[config.mk]
export PLATFORM = sky130hd
export DESIGN_NAME = vector_cmd_decoder_flat
export DESIGN_NICKNAME = d
export VERILOG_FILES = /design/src/rtl/vector_cmd_decoder_pkg.sv /design/src/rtl/vector_cmd_decoder_if.sv /design/src/rtl/vector_cmd_decoder_cmd_fifo.sv /design/src/rtl/vector_cmd_decoder.sv /design/src/flat_wrapper.sv
export SDC_FILE = /design/constraint.sdc
export NUM_CORES = 1
export LEC_CHECK = 0
export CORE_AREA = 2 2 166 168
export CTS_CLUSTER_SIZE = 25
export DETAILED_ROUTE_END_ITERATION = 12
export DIE_AREA = 0 0 168 170
export GPL_TIMING_DRIVEN = 0
export HOLD_SLACK_MARGIN = 0.08
export PLACE_DENSITY = 0.72
export SETUP_SLACK_MARGIN = 0.3
export SYNTH_ARGS = -nofsm -noshare
export SYNTH_HDL_FRONTEND = slang
export SYNTH_HIERARCHICAL = 1
export SYNTH_SLANG_ARGS = --single-unit
[constraint.sdc]
create_clock -name clk25 -period 3.5 [get_ports clk25]
set_clock_uncertainty 0.15 [all_clocks]
set_input_delay 0.35 -clock clk25 [delete_from_list [all_inputs] [get_ports clk25]]
set_output_delay 0.35 -clock clk25 [all_outputs]
set_load 0.005 [all_outputs]
[src/rtl/vector_cmd_decoder_pkg.sv]
// Shared definitions for the vector command decoder (the vcd_defs set):
//   - opcode constants for the top two bits of a vector word
//   - FSM state encoding
//   - screen geometry
//   - the display-unit to pixel scaler
// No ports; imported by the decoder top level.
package vector_cmd_decoder_pkg;

  localparam logic [1:0] OP_X   = 2'b01;
  localparam logic [1:0] OP_Y   = 2'b10;
  localparam logic [1:0] OP_CTL = 2'b11;

  localparam int unsigned SCREEN_W = 640;
  localparam int unsigned SCREEN_H = 480;

  typedef enum logic [2:0] {
    StFetch,
    StDecode,
    StIssue,
    StWaitStart,
    StWaitDone
  } state_e;

  // 2048 du -> 640 px is a factor of 5/16; computed as (v + 4v) >> 4 in 14 bits.
  function automatic logic [9:0] scale_du(input logic [10:0] v);
    logic [13:0] t;
    t = {3'b000, v} + {1'b0, v, 2'b00};
    return t[13:4];
  endfunction

endpackage

[src/rtl/vector_cmd_decoder_if.sv]
// Bundle between the command source / line drawer side and the decoder.
//   cmd_data, cmd_valid, cmd_ready : vector word stream into the decoder FIFO
//   x_from, y_from, x_to, y_to     : segment coordinates in pixels (0,0 = top-left)
//   draw_enable                    : single-cycle segment request to the drawer
//   busy                           : drawer busy, rises the cycle after draw_enable is taken
// Modports:
//   master : the environment (word source plus drawer)
//   slave  : the decoder
interface vector_cmd_decoder_if;

  logic [15:0] cmd_data;
  logic        cmd_valid;
  logic        cmd_ready;
  logic [9:0]  x_from;
  logic [9:0]  y_from;
  logic [9:0]  x_to;
  logic [9:0]  y_to;
  logic        draw_enable;
  logic        busy;

  modport master (
    output cmd_data, cmd_valid, busy,
    input  cmd_ready, x_from, y_from, x_to, y_to, draw_enable
  );

  modport slave (
    input  cmd_data, cmd_valid, busy,
    output cmd_ready, x_from, y_from, x_to, y_to, draw_enable
  );

endinterface

[src/rtl/vector_cmd_decoder_cmd_fifo.sv]
// vcd_cmd_fifo: synchronous FIFO for vector command words.
// Ports:
//   clk25, rst    : clock, asynchronous active-high reset (empties the FIFO)
//   push_req      : write request; ignored while full
//   wdata         : word to write
//   pop_req       : read request; ignored while empty
//   rdata         : head-of-queue word (valid while !empty)
//   full, empty   : status flags
// Push and pop in the same cycle are both honoured.
module vcd_cmd_fifo #(
  parameter int unsigned AW = 4,
  parameter int unsigned W  = 16
) (
  input  logic         clk25,
  input  logic         rst,
  input  logic         push_req,
  input  logic [W-1:0] wdata,
  input  logic         pop_req,
  output logic [W-1:0] rdata,
  output logic         full,
  output logic         empty
);

  localparam int unsigned Depth = 1 << AW;

  logic [W-1:0] mem [Depth];
  // One extra pointer bit separates full from empty when the indices match.
  logic [AW:0]  wr_ptr_q, rd_ptr_q;
  logic         push, pop;

  assign push  = push_req && !full;
  assign pop   = pop_req && !empty;
  assign empty = (wr_ptr_q == rd_ptr_q);
  assign full  = (wr_ptr_q[AW] != rd_ptr_q[AW]) &&
                 (wr_ptr_q[AW-1:0] == rd_ptr_q[AW-1:0]);
  assign rdata = mem[rd_ptr_q[AW-1:0]];

  always_ff @(posedge clk25 or posedge rst) begin
    if (rst) begin
      wr_ptr_q <= '0;
      rd_ptr_q <= '0;
    end else begin
      if (push) wr_ptr_q <= wr_ptr_q + (AW+1)'(1);
      if (pop)  rd_ptr_q <= rd_ptr_q + (AW+1)'(1);
    end
  end

  always_ff @(posedge clk25) begin
    if (push) mem[wr_ptr_q[AW-1:0]] <= wdata;
  end

endmodule

[src/rtl/vector_cmd_decoder.sv]
// vector_cmd_decoder: buffers HP1349A-style 16-bit vector words, tracks the beam
// position in pixels and issues one segment to the line drawer per pen-down move.
// Ports:
//   clk25     : 25 MHz clock
//   rst       : asynchronous active-high reset; aborts any segment, empties the FIFO
//   vec       : command stream and drawer handshake (slave modport)
//   idle      : FIFO empty, FSM in fetch and drawer not busy
//   seg_count : segments issued, wraps at 16 bits (only with VCD_STATS_EN)
// Build option: define VCD_STATS_EN to add the seg_count port and counter.
module vector_cmd_decoder
  import vector_cmd_decoder_pkg::*;
#(
  parameter int unsigned FIFO_AW  = 4,
  parameter int unsigned Y_MAX_DU = 1535
) (
  input  logic                  clk25,
  input  logic                  rst,
  vector_cmd_decoder_if.slave   vec,
  output logic                  idle
`ifdef VCD_STATS_EN
  ,
  output logic [15:0]           seg_count
`endif
);

  localparam logic [9:0]  YTop = 10'(SCREEN_H - 1);
  localparam logic [10:0] YMax = 11'(Y_MAX_DU);

  state_e      state_q, state_d;
  logic [15:0] cmd_q, cmd_d;
  logic [9:0]  x_pend_q, x_pend_d;
  logic [9:0]  y_pend_q, y_pend_d;
  logic        pen_q, pen_d;
  logic [9:0]  cur_x_q, cur_x_d;
  logic [9:0]  cur_y_q, cur_y_d;
  logic [9:0]  x_from_q, x_from_d;
  logic [9:0]  y_from_q, y_from_d;
  logic [9:0]  x_to_q, x_to_d;
  logic [9:0]  y_to_q, y_to_d;
  logic        draw_en;

  logic [15:0] fifo_rdata;
  logic        fifo_full, fifo_empty, fifo_pop;

  logic [10:0] y_clamped;
  logic [9:0]  y_scaled;

  vcd_cmd_fifo #(
    .AW (FIFO_AW),
    .W  (16)
  ) u_fifo (
    .clk25    (clk25),
    .rst      (rst),
    .push_req (vec.cmd_valid),
    .wdata    (vec.cmd_data),
    .pop_req  (fifo_pop),
    .rdata    (fifo_rdata),
    .full     (fifo_full),
    .empty    (fifo_empty)
  );

  assign fifo_pop      = (state_q == StFetch) && !fifo_empty;
  assign vec.cmd_ready = !fifo_full;

  // Flip to top-left origin after scaling the clamped Y.
  assign y_clamped = (cmd_q[10:0] > YMax) ? YMax : cmd_q[10:0];
  assign y_scaled  = YTop - scale_du(y_clamped);

  always_comb begin
    state_d  = state_q;
    cmd_d    = cmd_q;
    x_pend_d = x_pend_q;
    y_pend_d = y_pend_q;
    pen_d    = pen_q;
    cur_x_d  = cur_x_q;
    cur_y_d  = cur_y_q;
    x_from_d = x_from_q;
    y_from_d = y_from_q;
    x_to_d   = x_to_q;
    y_to_d   = y_to_q;
    draw_en  = 1'b0;

    case (state_q)
      StFetch: begin
        if (!fifo_empty) begin
          cmd_d   = fifo_rdata;
          state_d = StDecode;
        end
      end

      StDecode: begin
        state_d = StFetch;
        case (cmd_q[15:14])
          OP_X: begin
            x_pend_d = scale_du(cmd_q[10:0]);
            pen_d    = cmd_q[13];
          end
          OP_Y: begin
            y_pend_d = y_scaled;
            if (pen_q) begin
              // Zero-length moves are still issued; the drawer plots a pixel.
              x_from_d = cur_x_q;
              y_from_d = cur_y_q;
              x_to_d   = x_pend_q;
              y_to_d   = y_scaled;
              state_d  = StIssue;
            end else begin
              cur_x_d = x_pend_q;
              cur_y_d = y_scaled;
            end
          end
          OP_CTL: begin
            if (cmd_q[13]) begin
              cur_x_d = '0;
              cur_y_d = YTop;
            end
          end
          default: ;
        endcase
      end

      StIssue: begin
        if (!vec.busy) begin
          draw_en = 1'b1;
          state_d = StWaitStart;
        end
      end

      StWaitStart: begin
        if (vec.busy) state_d = StWaitDone;
      end

      StWaitDone: begin
        if (!vec.busy) begin
          cur_x_d = x_to_q;
          cur_y_d = y_to_q;
          state_d = StFetch;
        end
      end

      default: state_d = StFetch;
    endcase
  end

  always_ff @(posedge clk25 or posedge rst) begin
    if (rst) begin
      state_q  <= StFetch;
      cmd_q    <= '0;
      x_pend_q <= '0;
      y_pend_q <= '0;
      pen_q    <= 1'b0;
      cur_x_q  <= '0;
      cur_y_q  <= YTop;
      x_from_q <= '0;
      y_from_q <= '0;
      x_to_q   <= '0;
      y_to_q   <= '0;
    end else begin
      state_q  <= state_d;
      cmd_q    <= cmd_d;
      x_pend_q <= x_pend_d;
      y_pend_q <= y_pend_d;
      pen_q    <= pen_d;
      cur_x_q  <= cur_x_d;
      cur_y_q  <= cur_y_d;
      x_from_q <= x_from_d;
      y_from_q <= y_from_d;
      x_to_q   <= x_to_d;
      y_to_q   <= y_to_d;
    end
  end

  assign vec.x_from      = x_from_q;
  assign vec.y_from      = y_from_q;
  assign vec.x_to        = x_to_q;
  assign vec.y_to        = y_to_q;
  assign vec.draw_enable = draw_en;

  assign idle = fifo_empty && (state_q == StFetch) && !vec.busy;

`ifdef VCD_STATS_EN
  logic [15:0] seg_count_q;

  always_ff @(posedge clk25 or posedge rst) begin
    if (rst) begin
      seg_count_q <= '0;
    end else if (draw_en) begin
      seg_count_q <= seg_count_q + 16'd1;
    end
  end

  assign seg_count = seg_count_q;
`endif

endmodule

[src/flat_wrapper.sv]
// flat-port wrapper written by rule: the top's interface ports become plain ports
module vector_cmd_decoder_flat import vector_cmd_decoder_pkg::*;
#(
  parameter int unsigned FIFO_AW  = 4,
  parameter int unsigned Y_MAX_DU = 1535
)
  (clk25, rst, idle, vec_cmd_data, vec_cmd_valid, vec_busy, vec_cmd_ready, vec_x_from, vec_y_from, vec_x_to, vec_y_to, vec_draw_enable);
  vector_cmd_decoder_if vec_i ();
  input  logic clk25;
  input  logic rst;
  output logic idle;
  input wire logic [$bits(vec_i.cmd_data)-1:0] vec_cmd_data;
  input wire logic [$bits(vec_i.cmd_valid)-1:0] vec_cmd_valid;
  input wire logic [$bits(vec_i.busy)-1:0] vec_busy;
  output wire logic [$bits(vec_i.cmd_ready)-1:0] vec_cmd_ready;
  output wire logic [$bits(vec_i.x_from)-1:0] vec_x_from;
  output wire logic [$bits(vec_i.y_from)-1:0] vec_y_from;
  output wire logic [$bits(vec_i.x_to)-1:0] vec_x_to;
  output wire logic [$bits(vec_i.y_to)-1:0] vec_y_to;
  output wire logic [$bits(vec_i.draw_enable)-1:0] vec_draw_enable;
  assign vec_i.cmd_data = vec_cmd_data;
  assign vec_i.cmd_valid = vec_cmd_valid;
  assign vec_i.busy = vec_busy;
  assign vec_cmd_ready = vec_i.cmd_ready;
  assign vec_x_from = vec_i.x_from;
  assign vec_y_from = vec_i.y_from;
  assign vec_x_to = vec_i.x_to;
  assign vec_y_to = vec_i.y_to;
  assign vec_draw_enable = vec_i.draw_enable;
  vector_cmd_decoder #(.FIFO_AW(FIFO_AW), .Y_MAX_DU(Y_MAX_DU)) u_core (.clk25(clk25), .rst(rst), .vec(vec_i), .idle(idle));
endmodule
# After elaboration in Yosys (flattened, before gate mapping)

Memory sizes are Yosys's and may differ from the RTL's. A register that Yosys moved wholly into a read port is not among the register bits.
Index checks and enable logic that the tools add are counted.

Eq/ne operators: 17
Multiplexer cells: 22
Reductions and logical operators: 16
Magnitude comparators: 1
Add/sub/neg operators: 5
Bitwise logic cells: 1

Operators with widths:

| kind                                                                 | count |
|---|---|
| 10-bit case mux with 2 select lines                                  | 4 |
| 10-bit 2-to-1 mux                                                    | 6 |
| 11-bit by 13-bit adder with 14-bit output                            | 2 |
| 3-bit 2-to-1 mux                                                     | 5 |
| 3-bit case mux with 5 select lines                                   | 1 |
| 11-bit greater-than comparator (second input constant)               | 1 |
| 11-bit 2-to-1 mux                                                    | 1 |
| 5-bit by 1-bit adder with 5-bit output (second input constant)       | 2 |
| 9-bit by 10-bit subtractor with 10-bit output (first input constant) | 1 |
| 2-bit != test (second input constant)                                | 4 |
| 3-bit by 2-bit == test with 1-bit output (second input constant)     | 2 |
| 1-bit logical AND                                                    | 6 |
| 3-bit by 2-bit != test with 1-bit output (second input constant)     | 2 |
| 5-bit == test                                                        | 1 |
| 5-bit AND reduction                                                  | 1 |
| 2-bit == test (second input constant)                                | 2 |
| 4-bit == test                                                        | 1 |
| 1-bit 2-to-1 mux                                                     | 4 |
| 2-bit AND reduction                                                  | 2 |
| 4-bit AND reduction                                                  | 1 |
| 3-bit by 1-bit == test with 1-bit output (second input constant)     | 1 |
| 3-bit == test (second input constant)                                | 1 |
| 1-bit logical NOT                                                    | 3 |
| 3-bit logical NOT                                                    | 1 |
| 7 further kinds                                                      | 7 |

Logic and storage cells: 74
Memories: 1
Bits of input ports: 20
Register bits after elaboration: 84
Output and inout bits: 43
RAM bits: 256

Memory list:

| name              | words | width | rd ports | clocked after Yosys merged registers in | wr ports | RTL line                          | text |
|---|---|---|---|---|---|---|---|
| u_core.u_fifo.mem | 16    | 16    | 1        | 1                                       | 1        | vector_cmd_decoder_cmd_fifo.sv:26 | `logic [W-1:0] mem [Depth];` |

# Longest topological paths before layout

Depth after elaboration: 7
Depth in mapped cells: 15
Mapped depth without buffers: 14

# Hierarchy

Netlist, hierarchy kept.

By module, submodules not included:

| module             | sequential area each (sq um) | cells an instance | instances | area each (sq um) |
|---|---|---|---|---|
| vcd_cmd_fifo       | 7937.6                       | 474               | 1         | 10364.9 |
| vector_cmd_decoder | 2212.1                       | 369               | 1         | 4231.6 |

# Worst setup path before layout

No wires, ideal clock.

Path type: register -> register
Start: reg u_core.cmd_q[10], read port of u_core.u_fifo.mem
End: reg u_core.y_to_q[7], in the netlist u_core/vec.y_to[7]
Buffers on the path: 1
Period minus slack after synthesis: 3247 ps
Cell stages (with the launch flop): 15
Path slack: 253 ps
Arrival: 2973 ps
Data required time: 3225 ps
Setup time: 125 ps
Cells stage by stage: dfrtp_1 clkbuf_1 nand2_1 nand2b_1 ha_1 a21o_1 a21oi_1 nand3_2 a31oi_4 o21bai_1 xor2_1 ha_1 xor2_1 xnor2_1 mux2_2

Longest elaborated chain between the ends: 4

RTL lines:

| item                                            | RTL line                     | text |
|---|---|---|
| from (decl)                                     | vector_cmd_decoder.sv:30     | `logic [15:0] cmd_q, cmd_d;` |
| 11-bit greater-than comparator                  | vector_cmd_decoder.sv:66     | `assign y_clamped = (cmd_q[10:0] > YMax) ? YMax : cmd_q[10:0];` |
| 11-bit 2-to-1 mux *                             | vector_cmd_decoder.sv:66     |  |
| 11-bit by 13-bit adder with 14-bit output *     | vector_cmd_decoder_pkg.sv:27 | `t = {3'b000, v} + {1'b0, v, 2'b00};` |
| 9-bit by 10-bit subtractor with 10-bit output * | vector_cmd_decoder.sv:67     | `assign y_scaled = YTop - scale_du(y_clamped);` |
| to (signal assigned)                            | vector_cmd_decoder.sv:169    | `y_to_q <= y_to_d;` |
| to (decl)                                       | vector_cmd_decoder.sv:39     | `logic [9:0] y_to_q, y_to_d;` |

Every way passes the cells marked *; elsewhere a longest branch is shown, timed or not.
A chain may end at the register's enable or synchronous reset.

# Worst setup path after layout

Start: reg u_core.cmd_q[10], read port of u_core.u_fifo.mem
End: reg u_core.cur_y_q[8]

Longest elaborated chain between the ends: 7

RTL lines:

| item                                            | RTL line                     | text |
|---|---|---|
| 11-bit greater-than comparator                  | vector_cmd_decoder.sv:66     |  |
| 11-bit 2-to-1 mux *                             | vector_cmd_decoder.sv:66     |  |
| 11-bit by 13-bit adder with 14-bit output *     | vector_cmd_decoder_pkg.sv:27 |  |
| 9-bit by 10-bit subtractor with 10-bit output * | vector_cmd_decoder.sv:67     |  |
| 10-bit 2-to-1 mux *                             | vector_cmd_decoder.sv:100    | `if (pen_q) begin` |
| 10-bit case mux with 2 select lines *           | vector_cmd_decoder.sv:93     | `case (cmd_q[15:14])` |
| 10-bit case mux with 2 select lines *           | vector_cmd_decoder.sv:83     | `case (state_q)` |
| to (signal assigned)                            | vector_cmd_decoder.sv:153    | `cur_y_q <= YTop;` |
| to (signal assigned)                            | vector_cmd_decoder.sv:165    | `cur_y_q <= cur_y_d;` |
| to (decl)                                       | vector_cmd_decoder.sv:35     | `logic [9:0] cur_y_q, cur_y_d;` |

Every way passes the cells marked *; elsewhere a longest branch is shown, timed or not. The select of a mux whose other input is x is not followed.

==> qor.txt <==
RSZ-0062 raised after global routing -> true
Reg2Reg Setup Slack -> 0.43 ns
1st-iter DRT viols -> 504
Final Hold Fails -> 0
# DRC -> 0
Pleak -> 0.00571 uW
pin count of the biggest net entering global routing -> 57
filler instances -> 1,990
FF-to-FF End -> u_core/cur_y_q[8]
GPL Wtd Cong -> 0.778
Arr. time, crit path -> 3.32 ns
fmax -> 0.326 GHz
layout cell share with drive strength beyond 1 -> 0.254
Post-Synthesis Cells -> 797
CP required -> 3.75 ns
total CTS buffers -> 35
Startpoint Class -> register
# diodes -> 0
Routed Antenna Nets -> 0
Synth warnings -> 6
Power Density -> 963 nW/um^2
Synth Cell Area -> 13,400 sq um
GRT Residual Overflow -> 0
commonest non-fill, non-tap cell in the layout -> edfxtp_1
CTS max path bufs -> 3
die area -> 28,600 sq um
CP Capture Point -> u_core/cur_y_q[8]
r2r startpoint -> u_core/cmd_q[10]
worst-skew pair later-pin latency -> 0.51 ns
Root Buffer Master -> clkbuf_16
DR vias -> 7,371
initial antenna violation count -> 0
number of global-route vias before repair -> 7,457
number of max-cap violations -> 0
1st-pass router iterations -> 5
syn nets -> 839
core area -> 26,700 sq um
routed wire length -> 26,900 um
Total Power -> 15,300 uW
Die X -> 168 um
wire length of the first global-routing pass -> 42,800 um
synthesized area per cell -> 16.8 sq um
Worst VDD drop -> 591 uV
Final min period -> 3.07 ns
setup tns final -> 0 ns
crit share post-route -> 0.877
Reg2Reg Depth -> 10
Worst Setup Path Type -> reg2reg
Layout Nets -> 956
Port Buf Inserts -> 60
Slew @ Worst Pin -> 0.953 ns
crit path launch -> u_core/cmd_q[10]
IO Count -> 63
area post-placement -> 14,700 sq um
post-DP HPWL -> 18,400 um
vias per cell -> 5.75
commonest cells after routing, fill and taps aside -> 224 x edfxtp_1, 90 x dfrtp_1, 60 x clkdlybuf4s50_1, 53 x mux2_2, 50 x mux4_2
outcome -> complete, no violations
synthesis-to-finish area growth -> 18.6%
Sink Count -> 322
die height -> 170 um
overall routing resource usage -> 0.195
initial core utilization -> 0.504
CTS tree -> built
Slew headroom -> 0.364
FP Rows -> 60
crit-path max FO -> 10
WL/cell -> 21.0 um
CP Capture Type -> register
final number of setup-violating endpoints -> 0
Worst Hold Class -> in2async
final core utilization -> 0.597
cell area after layout -> 15,900 sq um
Clock transition at path regs -> 0.06 ns
H-Tree Depth -> 2
Slew Limit Fails -> 0
## critical path, stage by stage, from the launching register on
cell,delay [ns]
dfrtp_1,0.42
buf_8,0.17
nand2_8,0.10
nand2b_1,0.09
ha_1,0.37
a21o_1,0.20
a221o_1,0.34
a41o_1,0.29
a221o_1,0.38
o311a_1,0.17
a311oi_2,0.28
## per-stage QoR
stage / instances / worst slack [ns] / hold slack, ns
after detailed placement: 1217 / -0.0425 / 0.321
after floorplan: 797 / 0.320 / 0.0402
after global placement: 1198 / -0.853 / 0.317
final: 1281 / 0.430 / 0.0985
after global routing: 1281 / 0.285 / 0.123
after CTS: 1280 / 0.324 / 0.0983
## power breakdown
| group | switching [uW] | internal [uW] |
|---|---|---|
| clock | 1420 | 2070 |
| combinational | 3310 | 3090 |
| sequential | 463 | 4980 |
## routing by layer
metal	vias up	global-route usage	part of all wire
met2	210	0.341	0.51
li1	3344	-	-
met1	3769	0.256	0.42
met5	-	0	0
met3	48	0.0363	0.054
met4	0	0.0454	0.019
## area by class of cell
class                      instances  area, sq um  share of cell area
buffer                            48          300              0.0189
tap                              341          427              0.0268
timing repair buffer              80          823              0.0517
clock inverter                    16          151             0.00951
sequential                       322         9190               0.577
clock buffer                      47          951              0.0598
multi-input combinational        417         4030               0.253
inverter                          10         40.0             0.00252
## sequential cells by signal, indices dropped and copies added, names as in the netlist, 10 cells and up
name               flops
u_core/u_fifo/mem    224
u_core/cmd_q          14
u_core/cur_x_q        10
u_core/cur_y_q        10
u_core/vec.x_from     10
u_core/vec.x_to       10
u_core/vec.y_from     10
u_core/vec.y_to       10
u_core/x_pend_q       10
## worst min path at each step
| stage | startpoint | slack (ns) | depth (start not counted) | to |
|---|---|---|---|---|
| 2_1_floorplan | rst | 0.04 | 1 | u_core/u_fifo/rd_ptr_q[0] |
| 3_3_place_gp | u_core/cur_y_q[6] | 0.32 | 2 | u_core/cur_y_q[6] |
| 3_5_place_dp | u_core/cur_y_q[2] | 0.32 | 2 | u_core/cur_y_q[2] |
| 4_1_cts | rst | 0.1 | 2 | u_core/u_fifo/rd_ptr_q[1] |
| 5_1_grt | rst | 0.12 | 2 | u_core/u_fifo/rd_ptr_q[2] |
| 6_report | rst | 0.1 | 2 | u_core/u_fifo/rd_ptr_q[3] |
## what timing repair did
action | CTS | global route
setup endpoints to repair | 8 | 4
setup buffers | 0 | 1
resized for setup | 8 | 6
hold buffers | 0 | 0
pin swaps | 0 | 5
(Power assumes the default switching activity.)
